`src/rtl/vga_pkg.sv`:
```
// Shared constants and types for the VGA pixel sink: 160x120 frame geometry,
// colour encoding and the {addr, colour} entry format held in the plot FIFO.
package vga_pkg;

  localparam int H_RES    = 160;
  localparam int V_RES    = 120;
  localparam int FB_WORDS = H_RES * V_RES;
  localparam int ADDR_W   = 15;
  localparam int COLOUR_W = 3;

  localparam logic [COLOUR_W-1:0] BLACK = 3'b000;
  localparam logic [COLOUR_W-1:0] WHITE = 3'b111;

  typedef enum logic [1:0] {
    S_IDLE,
    S_DRAIN,
    S_CLEAR
  } state_e;

  typedef struct packed {
    logic [ADDR_W-1:0]   addr;
    logic [COLOUR_W-1:0] colour;
  } pix_entry_t;

  // y*160 + x using shifts only: y*128 + y*32 + x.
  function automatic logic [ADDR_W-1:0] fb_addr(input logic [7:0] x, input logic [6:0] y);
    logic [ADDR_W-1:0] yw;
    yw = ADDR_W'(y);
    return (yw << 7) + (yw << 5) + ADDR_W'(x);
  endfunction

endpackage

```
`src/rtl/vga_pixel_sink_if.sv`:
```
// Pixel-plot, clear-screen and framebuffer write signals of the VGA pixel sink.
// master = game datapath / RAM side, slave = the sink itself.
interface vga_pixel_sink_if;
  import vga_pkg::*;

  logic                plot;
  logic [7:0]          x;
  logic [6:0]          y;
  logic [COLOUR_W-1:0] colour;
  logic                ready;
  logic                clear_req;
  logic [COLOUR_W-1:0] clear_colour;
  logic                clear_busy;
  logic [ADDR_W-1:0]   mem_addr;
  logic [COLOUR_W-1:0] mem_data;
  logic                mem_we;
  logic                mem_ready;

  modport master (
    output plot, x, y, colour, clear_req, clear_colour, mem_ready,
    input  ready, clear_busy, mem_addr, mem_data, mem_we
  );

  modport slave (
    input  plot, x, y, colour, clear_req, clear_colour, mem_ready,
    output ready, clear_busy, mem_addr, mem_data, mem_we
  );

endinterface

```
`src/rtl/pixel_fifo.sv`:
```
// Show-ahead FIFO for buffered plot entries; registered count with full/empty
// flags. DEPTH must be a power of two, at least 2.
module pixel_fifo
  import vga_pkg::*;
#(
  parameter int DEPTH = 4,
  parameter int WIDTH = $bits(pix_entry_t),
  localparam int CNT_W = $clog2(DEPTH + 1),
  localparam int PTR_W = $clog2(DEPTH)
) (
  input  logic             clk_i,
  input  logic             rst_i,
  input  logic             wr_en_i,
  input  logic [WIDTH-1:0] wr_data_i,
  input  logic             rd_en_i,
  output logic [WIDTH-1:0] rd_data_o,
  output logic             full_o,
  output logic             empty_o,
  output logic [CNT_W-1:0] count_o
);

  logic [WIDTH-1:0] mem_q [DEPTH];
  logic [PTR_W-1:0] wr_ptr_q, rd_ptr_q;
  logic [CNT_W-1:0] count_q, count_d;
  logic             do_wr, do_rd;

  assign full_o    = (count_q == CNT_W'(DEPTH));
  assign empty_o   = (count_q == '0);
  assign count_o   = count_q;
  assign rd_data_o = mem_q[rd_ptr_q];

  assign do_wr = wr_en_i && !full_o;
  assign do_rd = rd_en_i && !empty_o;

  always_comb begin
    count_d = count_q;
    case ({do_wr, do_rd})
      2'b10:   count_d = count_q + 1'b1;
      2'b01:   count_d = count_q - 1'b1;
      default: count_d = count_q;
    endcase
  end

  always_ff @(posedge clk_i or posedge rst_i) begin
    if (rst_i) begin
      wr_ptr_q <= '0;
      rd_ptr_q <= '0;
      count_q  <= '0;
    end else begin
      if (do_wr) wr_ptr_q <= wr_ptr_q + 1'b1;
      if (do_rd) rd_ptr_q <= rd_ptr_q + 1'b1;
      count_q <= count_d;
    end
  end

  // Storage needs no reset: the pointers and count define what is valid.
  always_ff @(posedge clk_i) begin
    if (do_wr) mem_q[wr_ptr_q] <= wr_data_i;
  end

endmodule

```
`src/rtl/vga_pixel_sink.sv`:
```
// Receives plot commands, queues them as framebuffer writes and runs a hardware
// clear-screen sequence. Optional drop counter: VGA_PIXEL_SINK_CLIP_COUNT_EN.
module vga_pixel_sink #(
  parameter int DEPTH = 4,
  parameter int H_RES = vga_pkg::H_RES,
  parameter int V_RES = vga_pkg::V_RES
) (
  input  logic            clk_i,
  input  logic            reset_i,
  vga_pixel_sink_if.slave pix_if
`ifdef VGA_PIXEL_SINK_CLIP_COUNT_EN
  ,
  output logic [7:0]      drop_count_o
`endif
);
  import vga_pkg::*;

  localparam int CNT_W = $clog2(DEPTH + 1);
  localparam logic [ADDR_W-1:0] LAST_ADDR = ADDR_W'(H_RES * V_RES - 1);

  state_e              state_q;
  logic                busy_q;
  logic [COLOUR_W-1:0] clr_colour_q;
  logic [CNT_W-1:0]    drain_cnt_q, drain_cnt_d;
  logic                mem_we_q;
  logic [ADDR_W-1:0]   mem_addr_q;
  logic [COLOUR_W-1:0] mem_data_q;

  logic                fifo_full, fifo_empty;
  logic [CNT_W-1:0]    fifo_count;
  pix_entry_t          wr_entry, rd_entry;

  logic in_range, accept, push, pop, slot_free, pix_out, ready, clear_take;

  assign in_range = (int'(pix_if.x) < H_RES) && (int'(pix_if.y) < V_RES);
  assign accept   = pix_if.plot && ready;
  assign push     = accept && in_range && !fifo_full;
  assign wr_entry = '{addr: fb_addr(pix_if.x, pix_if.y), colour: pix_if.colour};

  // A pixel sitting on the write port still counts as a held entry.
  assign pix_out   = mem_we_q && (state_q != S_CLEAR);
  assign ready     = (int'(fifo_count) + int'(pix_out)) < DEPTH;
  assign slot_free = !mem_we_q || pix_if.mem_ready;

  assign clear_take  = pix_if.clear_req && (state_q == S_IDLE);
  assign drain_cnt_d = CNT_W'(int'(fifo_count) + int'(push) - int'(pop));

  always_comb begin
    pop = 1'b0;
    case (state_q)
      S_IDLE:  pop = slot_free && !fifo_empty;
      S_DRAIN: pop = slot_free && (drain_cnt_q != '0);
      default: pop = 1'b0;
    endcase
  end

  pixel_fifo #(
    .DEPTH (DEPTH),
    .WIDTH ($bits(pix_entry_t))
  ) u_fifo (
    .clk_i     (clk_i),
    .rst_i     (reset_i),
    .wr_en_i   (push),
    .wr_data_i (wr_entry),
    .rd_en_i   (pop),
    .rd_data_o (rd_entry),
    .full_o    (fifo_full),
    .empty_o   (fifo_empty),
    .count_o   (fifo_count)
  );

  always_ff @(posedge clk_i or posedge reset_i) begin
    if (reset_i) begin
      state_q      <= S_IDLE;
      busy_q       <= 1'b0;
      clr_colour_q <= BLACK;
      drain_cnt_q  <= '0;
      mem_we_q     <= 1'b0;
      mem_addr_q   <= '0;
      mem_data_q   <= BLACK;
    end else begin
      case (state_q)
        S_IDLE: begin
          if (pop) begin
            mem_we_q   <= 1'b1;
            mem_addr_q <= rd_entry.addr;
            mem_data_q <= rd_entry.colour;
          end else if (pix_if.mem_ready) begin
            mem_we_q <= 1'b0;
          end
          // drain_cnt_d includes a plot accepted in the same cycle as the clear.
          if (clear_take) begin
            busy_q       <= 1'b1;
            clr_colour_q <= pix_if.clear_colour;
            drain_cnt_q  <= drain_cnt_d;
            state_q      <= S_DRAIN;
          end
        end
        S_DRAIN: begin
          if (pop) begin
            mem_we_q    <= 1'b1;
            mem_addr_q  <= rd_entry.addr;
            mem_data_q  <= rd_entry.colour;
            drain_cnt_q <= drain_cnt_q - 1'b1;
          end else if (pix_if.mem_ready) begin
            mem_we_q <= 1'b0;
          end
          if ((drain_cnt_q == '0) && slot_free) begin
            state_q    <= S_CLEAR;
            mem_we_q   <= 1'b1;
            mem_addr_q <= '0;
            mem_data_q <= clr_colour_q;
          end
        end
        S_CLEAR: begin
          // mem_addr_q doubles as the clear counter; it moves only on accepted writes.
          if (pix_if.mem_ready) begin
            if (mem_addr_q == LAST_ADDR) begin
              mem_we_q <= 1'b0;
              busy_q   <= 1'b0;
              state_q  <= S_IDLE;
            end else begin
              mem_addr_q <= mem_addr_q + 1'b1;
            end
          end
        end
        default: state_q <= S_IDLE;
      endcase
    end
  end

  assign pix_if.ready      = ready;
  assign pix_if.clear_busy = busy_q;
  assign pix_if.mem_we     = mem_we_q;
  assign pix_if.mem_addr   = mem_addr_q;
  assign pix_if.mem_data   = mem_data_q;

`ifdef VGA_PIXEL_SINK_CLIP_COUNT_EN
  logic [7:0] drop_cnt_q;

  always_ff @(posedge clk_i or posedge reset_i) begin
    if (reset_i) begin
      drop_cnt_q <= '0;
    end else if (accept && !in_range && (drop_cnt_q != 8'hFF)) begin
      drop_cnt_q <= drop_cnt_q + 1'b1;
    end
  end

  assign drop_count_o = drop_cnt_q;
`endif

endmodule

```
`src/flat_wrapper.sv`:
```
// flat-port wrapper written by rule: the top's interface ports become plain ports
module vga_pixel_sink_flat import vga_pkg::*;
#(
  parameter int DEPTH = 4,
  parameter int H_RES = vga_pkg::H_RES,
  parameter int V_RES = vga_pkg::V_RES
)
  (clk_i, reset_i, pix_if_plot, pix_if_x, pix_if_y, pix_if_colour, pix_if_clear_req, pix_if_clear_colour, pix_if_mem_ready, pix_if_ready, pix_if_clear_busy, pix_if_mem_addr, pix_if_mem_data, pix_if_mem_we);
  vga_pixel_sink_if pix_if_i ();
  input  logic clk_i;
  input  logic reset_i;
  input wire logic [$bits(pix_if_i.plot)-1:0] pix_if_plot;
  input wire logic [$bits(pix_if_i.x)-1:0] pix_if_x;
  input wire logic [$bits(pix_if_i.y)-1:0] pix_if_y;
  input wire logic [$bits(pix_if_i.colour)-1:0] pix_if_colour;
  input wire logic [$bits(pix_if_i.clear_req)-1:0] pix_if_clear_req;
  input wire logic [$bits(pix_if_i.clear_colour)-1:0] pix_if_clear_colour;
  input wire logic [$bits(pix_if_i.mem_ready)-1:0] pix_if_mem_ready;
  output wire logic [$bits(pix_if_i.ready)-1:0] pix_if_ready;
  output wire logic [$bits(pix_if_i.clear_busy)-1:0] pix_if_clear_busy;
  output wire logic [$bits(pix_if_i.mem_addr)-1:0] pix_if_mem_addr;
  output wire logic [$bits(pix_if_i.mem_data)-1:0] pix_if_mem_data;
  output wire logic [$bits(pix_if_i.mem_we)-1:0] pix_if_mem_we;
  assign pix_if_i.plot = pix_if_plot;
  assign pix_if_i.x = pix_if_x;
  assign pix_if_i.y = pix_if_y;
  assign pix_if_i.colour = pix_if_colour;
  assign pix_if_i.clear_req = pix_if_clear_req;
  assign pix_if_i.clear_colour = pix_if_clear_colour;
  assign pix_if_i.mem_ready = pix_if_mem_ready;
  assign pix_if_ready = pix_if_i.ready;
  assign pix_if_clear_busy = pix_if_i.clear_busy;
  assign pix_if_mem_addr = pix_if_i.mem_addr;
  assign pix_if_mem_data = pix_if_i.mem_data;
  assign pix_if_mem_we = pix_if_i.mem_we;
  vga_pixel_sink #(.DEPTH(DEPTH), .H_RES(H_RES), .V_RES(V_RES)) u_core (.clk_i(clk_i), .reset_i(reset_i), .pix_if(pix_if_i));
endmodule
```
`config.mk`:
```
export PLATFORM = sky130hd
export DESIGN_NAME = vga_pixel_sink_flat
export DESIGN_NICKNAME = d
export VERILOG_FILES = /design/src/rtl/vga_pkg.sv /design/src/rtl/vga_pixel_sink_if.sv /design/src/rtl/pixel_fifo.sv /design/src/rtl/vga_pixel_sink.sv /design/src/flat_wrapper.sv
export SDC_FILE = /design/constraint.sdc
export NUM_CORES = 1
export LEC_CHECK = 0
export CAP_MARGIN = 25
export CORE_ASPECT_RATIO = 0.75
export CORE_UTILIZATION = 35
export DETAILED_ROUTE_END_ITERATION = 6
export PLACE_DENSITY = 0.5
export SLEW_MARGIN = 10
export SYNTH_ARGS = -nofsm -noshare
export SYNTH_HDL_FRONTEND = slang
export SYNTH_SLANG_ARGS = --single-unit
export TNS_END_PERCENT = 20
```
`constraint.sdc`:
```
create_clock -name clk_i -period 4.6 [get_ports clk_i]
set_clock_uncertainty 0.15 [all_clocks]
set_input_delay 0.92 -clock clk_i [delete_from_list [all_inputs] [get_ports clk_i]]
set_output_delay 0.92 -clock clk_i [all_outputs]
set_load 0.02 [all_outputs]
```
# After elaboration in Yosys (flattened, before gate mapping)
# Memory sizes are Yosys's and may differ from the RTL's.
# Cells that the tools add are included.
# word_totals
register_bits	35
mem_bits_rw	72
input_bits	26
out_inout_bits	21
word_cells	95
memories	1
# memory_table
memory	words	width	read_ports	rd_ports_with_merged_regs	wr	line	rtl
u_core.u_fifo.mem_q	4	18	1	0	1	pixel_fifo.sv:22	logic [WIDTH-1:0] mem_q [DEPTH];
# op_classes
addsub	11
n_lt_le_gt_ge	3
n_eq_ne	13
mux	28
n_reduce_logical	29
# op_table
operator	n
2-to-1 mux 15 bit	4
case mux 15 bit (3 select lines)	1
less-than comparator 32 x 4 -> 1 bit, second input constant	1
case mux 3 bit (2 select lines)	3
adder 14 x 12 -> 15 bit	1
adder 15 x 1 -> 15 bit, second input constant	1
adder 15 x 8 -> 15 bit	1
equality test 15 bit, second input constant	1
2-to-1 mux 3 bit	4
logical AND 1 bit	11
AND reduction 3 bit	3
less-than comparator 8 bit, second input constant	1
2-to-1 mux 1 bit	8
2-to-1 mux 2 bit	4
inequality test 2 x 1 -> 1 bit, second input constant	4
AND reduction 4 bit	2
less-than comparator 7 bit, second input constant	1
logical NOT 3 bit	2
inequality test 2 bit, second input constant	3
case mux 2 bit (3 select lines)	1
nonzero test 2 bit	3
nonzero test 3 bit	2
subtractor 3 x 1 -> 3 bit, second input constant	2
adder 2 x 1 -> 2 bit, second input constant	2
13 further kinds	18

# Depth between registers and ports, before layout
# logic_depth
ltp_word	11
ltp_mapped	17
mapped_depth_nobuf	15

# Cells and area by module
# From an unflattened synthesis, not the netlist that was laid out.
# hier_totals
cells_unflattened	383
hier_area_um2	5371.4
# modules_own_cells
module	n_inst	cells_each	area_each_um2	seq_area_each_um2
pixel_fifo	1	132	3041.7	2337.2
vga_pixel_sink	1	251	2329.7	700.7

# Least setup slack after synthesis
# No wires, ideal clock.
# synth_timing
path_type	register -> register
from	register u_core.state_q[0]
to	register u_core.drain_cnt_q[2]
setup_time_ps	140
t_arrival_ps	3645
t_required_ps	4310
path_slack_ps	666
path_stages_with_launch	17
n_path_buf	2
synth_period_minus_slack_ps	3934
cell_sequence	dfrtp_1 inv_1 ha_1 clkbuf_1 nand3b_1 o32ai_1 and4_1 clkbuf_1 inv_1 ha_1 inv_1 ha_1 fa_1 xnor2_1 or4_1 o21ai_0 a21oi_1
# synth_via
elab_chain_len	11
elab_cells_between_ends	19
cone_classes	3 x add/sub; 1 x order compare; 4 x eq/ne; 3 x mux; 8 x reduce/logical
# synth_rtl
element	line	rtl
from (decl)	vga_pixel_sink.sv:21	state_e state_q;
from (signal assigned)	vga_pixel_sink.sv:74	state_q <= S_IDLE;
from (signal assigned)	vga_pixel_sink.sv:96	state_q <= S_DRAIN;
from (signal assigned)	vga_pixel_sink.sv:109	state_q <= S_CLEAR;
inequality test 2 bit	vga_pixel_sink.sv:41	assign pix_out = mem_we_q && (state_q != S_CLEAR);
logical AND 1 bit	vga_pixel_sink.sv:41	
adder 3 x 1 -> 4 bit	vga_pixel_sink.sv:42	assign ready = (int'(fifo_count) + int'(pix_out)) < DEPTH;
less-than comparator 32 x 4 -> 1 bit	vga_pixel_sink.sv:42	
net pix_if_ready	flat_wrapper.sv:19	output wire logic [$bits(pix_if_i.ready)-1:0] pix_if_ready;
logical AND 1 bit	vga_pixel_sink.sv:36	assign accept = pix_if.plot && ready;
logical AND 1 bit (2 in series)	vga_pixel_sink.sv:37	assign push = accept && in_range && !fifo_full;
adder 3 x 1 -> 3 bit	vga_pixel_sink.sv:46	assign drain_cnt_d = CNT_W'(int'(fifo_count) + int'(push) - int'(pop));
subtractor 3 x 2 -> 3 bit	vga_pixel_sink.sv:46	
2-to-1 mux 3 bit	vga_pixel_sink.sv:92	if (clear_take) begin
case mux 3 bit (2 select lines)	vga_pixel_sink.sv:82	case (state_q)
to (signal assigned)	vga_pixel_sink.sv:95	drain_cnt_q <= drain_cnt_d;
to (signal assigned)	vga_pixel_sink.sv:104	drain_cnt_q <= drain_cnt_q - 1'b1;
to (decl)	vga_pixel_sink.sv:24	logic [CNT_W-1:0] drain_cnt_q, drain_cnt_d;
# The timed path passes the listed nets, and every way through them passes these cells. The select of a mux whose other input is x is not followed.
# A chain may end at the register's enable or synchronous reset.

# Worst setup path after layout
# layout_timing
from	input pix_if_x[6]
to	register u_core.drain_cnt_q[2]
# layout_via
elab_chain_len	8
# layout_rtl
element	line	rtl
from (decl)	flat_wrapper.sv:13	input wire logic [$bits(pix_if_i.x)-1:0] pix_if_x;
less-than comparator 8 bit	vga_pixel_sink.sv:35	assign in_range = (int'(pix_if.x) < H_RES) && (int'(pix_if.y) < V_RES);
logical AND 1 bit	vga_pixel_sink.sv:35	
logical AND 1 bit (2 in series)	vga_pixel_sink.sv:37	
adder 3 x 1 -> 3 bit	vga_pixel_sink.sv:46	
subtractor 3 x 2 -> 3 bit	vga_pixel_sink.sv:46	
2-to-1 mux 3 bit	vga_pixel_sink.sv:92	
case mux 3 bit (2 select lines)	vga_pixel_sink.sv:82	
# No other way between the ends. The select of a mux whose other input is x is not followed.

==> results.py <==
metrics = {
    "route": {
        "wire_per_inst_um": 17.6,
        "vias": 3575,
        "drtIter0Drc": 321,
        "routed_wl_um": 11900,
        "route.detailed.drc": 0,
        "drtPass1Iterations": 4,
        "drt-vias-per-instance": 5.28,
        "antenna_left": 0,
    },
    "yosys": {
        "synth_top_family_by_area": "simple AND/OR/NAND/NOR gates",
        "synth_compound_area_share_pct": 10.1,
        "synth.top_cell.area_share_pct": 39.8,
        "synth_top_cell_by_area": "edfxtp_1",
        "synth-simple-area-share_pct": 11.1,
        "async_flop_share_pct": 32.7,
        "synth_fa_ha_area_share_pct": 7.93,
        "synthTopCellsByCount": "72 x edfxtp_1, 35 x dfrtp_1, 28 x ha_1",
        "yosysWarnings": 0,
        "synthXorXnorAreaFrac_pct": 2.10,
        "synth_seq_cells": 107,
        "synth_flop_cell": "edfxtp_1",
        "synth_edf_count": 72,
        "ys_seq_area_share_pct": 56.0,
        "synth.most_common_cell": "edfxtp_1",
        "synth.mux.area_fraction_pct": 9.78,
        "synth_fp_nets": 472,
        "synthCells": 414,
        "netlist_area_mm2": 0.00543,
        "synth_cell_types": 62,
        "synthTopCellsByArea": "edfxtp_1 40%, dfrtp_1 16%, mux4_2 7.5%, ha_1 6.5%, o21ai_0 1.8%",
        "synth.avg_cell_area_um2": 13.1,
    },
    "placed_design": {
        "io_buffers": 46,
        "dp_hpwl_um": 8400,
        "gp_congestion": 0.818,
        "dp_cells": 661,
        "placed_area_mm2": 0.00616,
    },
    "cells_and_area": {
        "fin_nets": 525,
        "fillers": 1422,
        "n_antenna_cell": 0,
        "drive_above_1_share_pct": 11.2,
        "fin_cells": 677,
        "area_growth_pct": 18.7,
        "fin_area_mm2": 0.00644,
    },
    "run": {
        "max_cap_violations": 0,
    },
    "grt": {
        "grt_usage_pct": 16.1,
        "antenna_found_initial": 0,
        "grt_overflow": 0,
        "grt_max_degree": 36,
        "grt_pass1_vias": 3601,
        "grt_pass1_wl_um": 19500,
    },
    "worst_setup_path": {
        "ff2ff_path_depth": 14,
        "path_buf_inv": 3,
        "r2r-end": "u_core.drain_cnt_q[2]$_DFFE_PP0P_",
        "max_stage_delay_ps": 430,
        "crit_start": "pix_if_x[6]",
        "cp-endpoint": "u_core.drain_cnt_q[2]$_DFFE_PP0P_",
        "rrSetupSlack_ps": 860,
        "worst_ep_arrival_time_ps": 3860,
        "cp_data_required_time_ps": 4650,
        "path_class": "in -> reg",
        "cp_slowest_cell": "o21ai_0",
        "cp_cell_sequence": "clkdlybuf4s50_1 > o21ai_0 > and4_1 > inv_1 > ha_1 > inv_1 > ha_1 > fa_1 > xnor2_1 > or4_1 > o21ai_0 > a21oi_1",
        "worstReg2RegStart": "u_core.state_q[0]$_DFFE_PP0P_",
        "crit_family": "adder cells",
        "cp_num_cells": 12,
        "cp_max_fo": 7,
        "cp-end-kind": "register",
        "worst_setup_path_start_kind": "input pin",
    },
    "pwr": {
        "vdd_drop_max_mv": 0.268,
        "swShare_pct": 39.4,
        "power.internal_mw": 2.53,
        "p_clk_share_pct": 17.8,
        "seqPwrFrac_pct": 35.3,
        "p_total_mw": 4.18,
        "p_leak_nw": 2.37,
        "p_sw_mw": 1.65,
        "power_density_mw_per_mm2": 649,
        "power_frac_comb_pct": 46.8,
    },
    "floorplanning": {
        "core_area_mm2": 0.0152,
        "floorplan.die_area_mm2": 0.0160,
        "rows": 39,
        "chipWidth_um": 146,
        "start_util_pct": 35.8,
        "ioPinCount": 47,
        "die_h_um": 110,
    },
    "sta": {
        "worst_slew_pin_slew_ps": 879,
        "post-route-period-util_pct": 82.7,
        "max_freq_mhz": 263,
        "maxSlewViolCount": 0,
        "grt_setup_unrepaired": "false",
        "fin_hold_ws_ps": 366,
        "fin_setup_tns_ps": 0,
        "finalSetupViolations": 0,
        "finalHoldViolCount": 0,
        "slew_headroom_pct": 41.4,
        "finalWorstPathRequiredPeriod_ps": 3800,
    },
    "clock_tree": {
        "numCtsBuffers": 9,
        "cts_tree": "done",
        "ctsLongestPathBuffers": 2,
        "ctsHtreeMaxLevel": 3,
        "post_cts_buffers": 0,
        "cts_root_buffer": "clkbuf_16",
        "clock-sinks": 107,
        "clk-insertion-delay-late_ps": 340,
        "hold_buffers": 0,
        "cts.clk_slew.worst_paths_ps": 70,
        "ctsResizeCount": 0,
    },
    "hold_path": {
        "min_path_type": "reg -> reg",
        "hold_depth": 1,
    },
    "status": {
        "status": "finished clean",
    },
}
-- cell type report --
| type | instances | area, um2 | share of cell area, % |
|---|---|---|---|
| well taps | 205 | 256 | 3.98 |
| clock buffers | 10 | 229 | 3.56 |
| inverters | 25 | 93.8 | 1.46 |
| clock inverters | 6 | 53.8 | 0.836 |
| flip-flops and latches | 107 | 3040 | 47.2 |
| multi-input cells | 267 | 2220 | 34.6 |
| repair buffers | 57 | 543 | 8.43 |
-- routing by layer --
metal	routed length [um]	GRT usage [%]	vias up
li1	-	-	1689
met1	5880	22.5	1792
met2	5470	25.7	88
met3	470	3.73	6
met4	111	3.38	0
met5	0	0	-
-- power groups by stage --
stage	sequential, mW	clock, mW	combinational [mW]
final	1.48	0.745	1.96
after detailed placement	1.50	0	1.96
after CTS	1.48	0.770	1.97
after global placement	1.49	0	1.95
after global routing	1.51	0.807	2.18
after floorplan	1.51	0	1.30
-- how the worst min path moves through the flow --
stage | startpoint | to | slack [ps]
global placement | u_core.clr_colour_q[0]$_DFFE_PP0P_ | u_core.clr_colour_q[0]$_DFFE_PP0P_ | 350
CTS | u_core.pix_if.clear_busy$_DFFE_PP0P_ | u_core.pix_if.clear_busy$_DFFE_PP0P_ | 380
global route | u_core.clr_colour_q[1]$_DFFE_PP0P_ | u_core.clr_colour_q[1]$_DFFE_PP0P_ | 410
floorplan | u_core.clr_colour_q[0]$_DFFE_PP0P_ | u_core.clr_colour_q[0]$_DFFE_PP0P_ | 330
finish | u_core.pix_if.clear_busy$_DFFE_PP0P_ | u_core.pix_if.clear_busy$_DFFE_PP0P_ | 370
detailed placement | u_core.clr_colour_q[1]$_DFFE_PP0P_ | u_core.clr_colour_q[1]$_DFFE_PP0P_ | 360
-- registers in the layout (all words and copies together), names as in the netlist --
name and count:
u_core.clr_colour_q 3, u_core.state_q 2, u_core.pix_if.mem_data 3, u_core.u_fifo.mem_q 72, u_core.u_fifo.wr_ptr_q 2, u_core.pix_if.mem_addr 15, u_core.u_fifo.rd_ptr_q 2, u_core.u_fifo.count_o 3
u_core.pix_if.mem_we 1, u_core.pix_if.clear_busy 1, u_core.drain_cnt_q 3
-- logic make-up (layout without fill, tap and decap cells) --
logic type      after synthesis  in the layout
simple gates                110            110
flops                       107            107
compound gates               82             82
buf+inv                      40             98
fa+ha+maj                    32             32
mux                          30             30
xor+xnor                     13             13
-- per-stage QoR --
step / setup WS (ps) / utilization [%]
floorplan: 666 / -
global placement: 603 / 40.6
detailed placement: 471 / 40.6
CTS: 832 / 42.4
global route: 540 / 42.4
finish: 797 / 42.4
-- layout by cell type (no fill, tap or decap), drive strengths merged, types with 4 or more instances in the layout --
cell,synthesis,layout
and3,4,4
or3,5,5
buf,5,11
mux4,18,18
ha,28,28
clkbuf,10,10
o21ai,21,21
nand4,4,4
a21oi,17,17
nor3,10,10
clkdlybuf4s50,0,46
a211oi,5,5
nor2b,5,5
a31oi,6,6
xor2,4,4
nand2b,4,4
fa,4,4
o2bb2ai,4,4
mux2,4,4
nand3,13,13
nor2,23,23
xnor2,9,9
mux2i,8,8
inv,25,30
edfxtp,72,72
and2,5,5
nand2,21,21
a22oi,4,4
dfrtp,35,35
No activity file was read; power rests on OpenSTA's default activity.
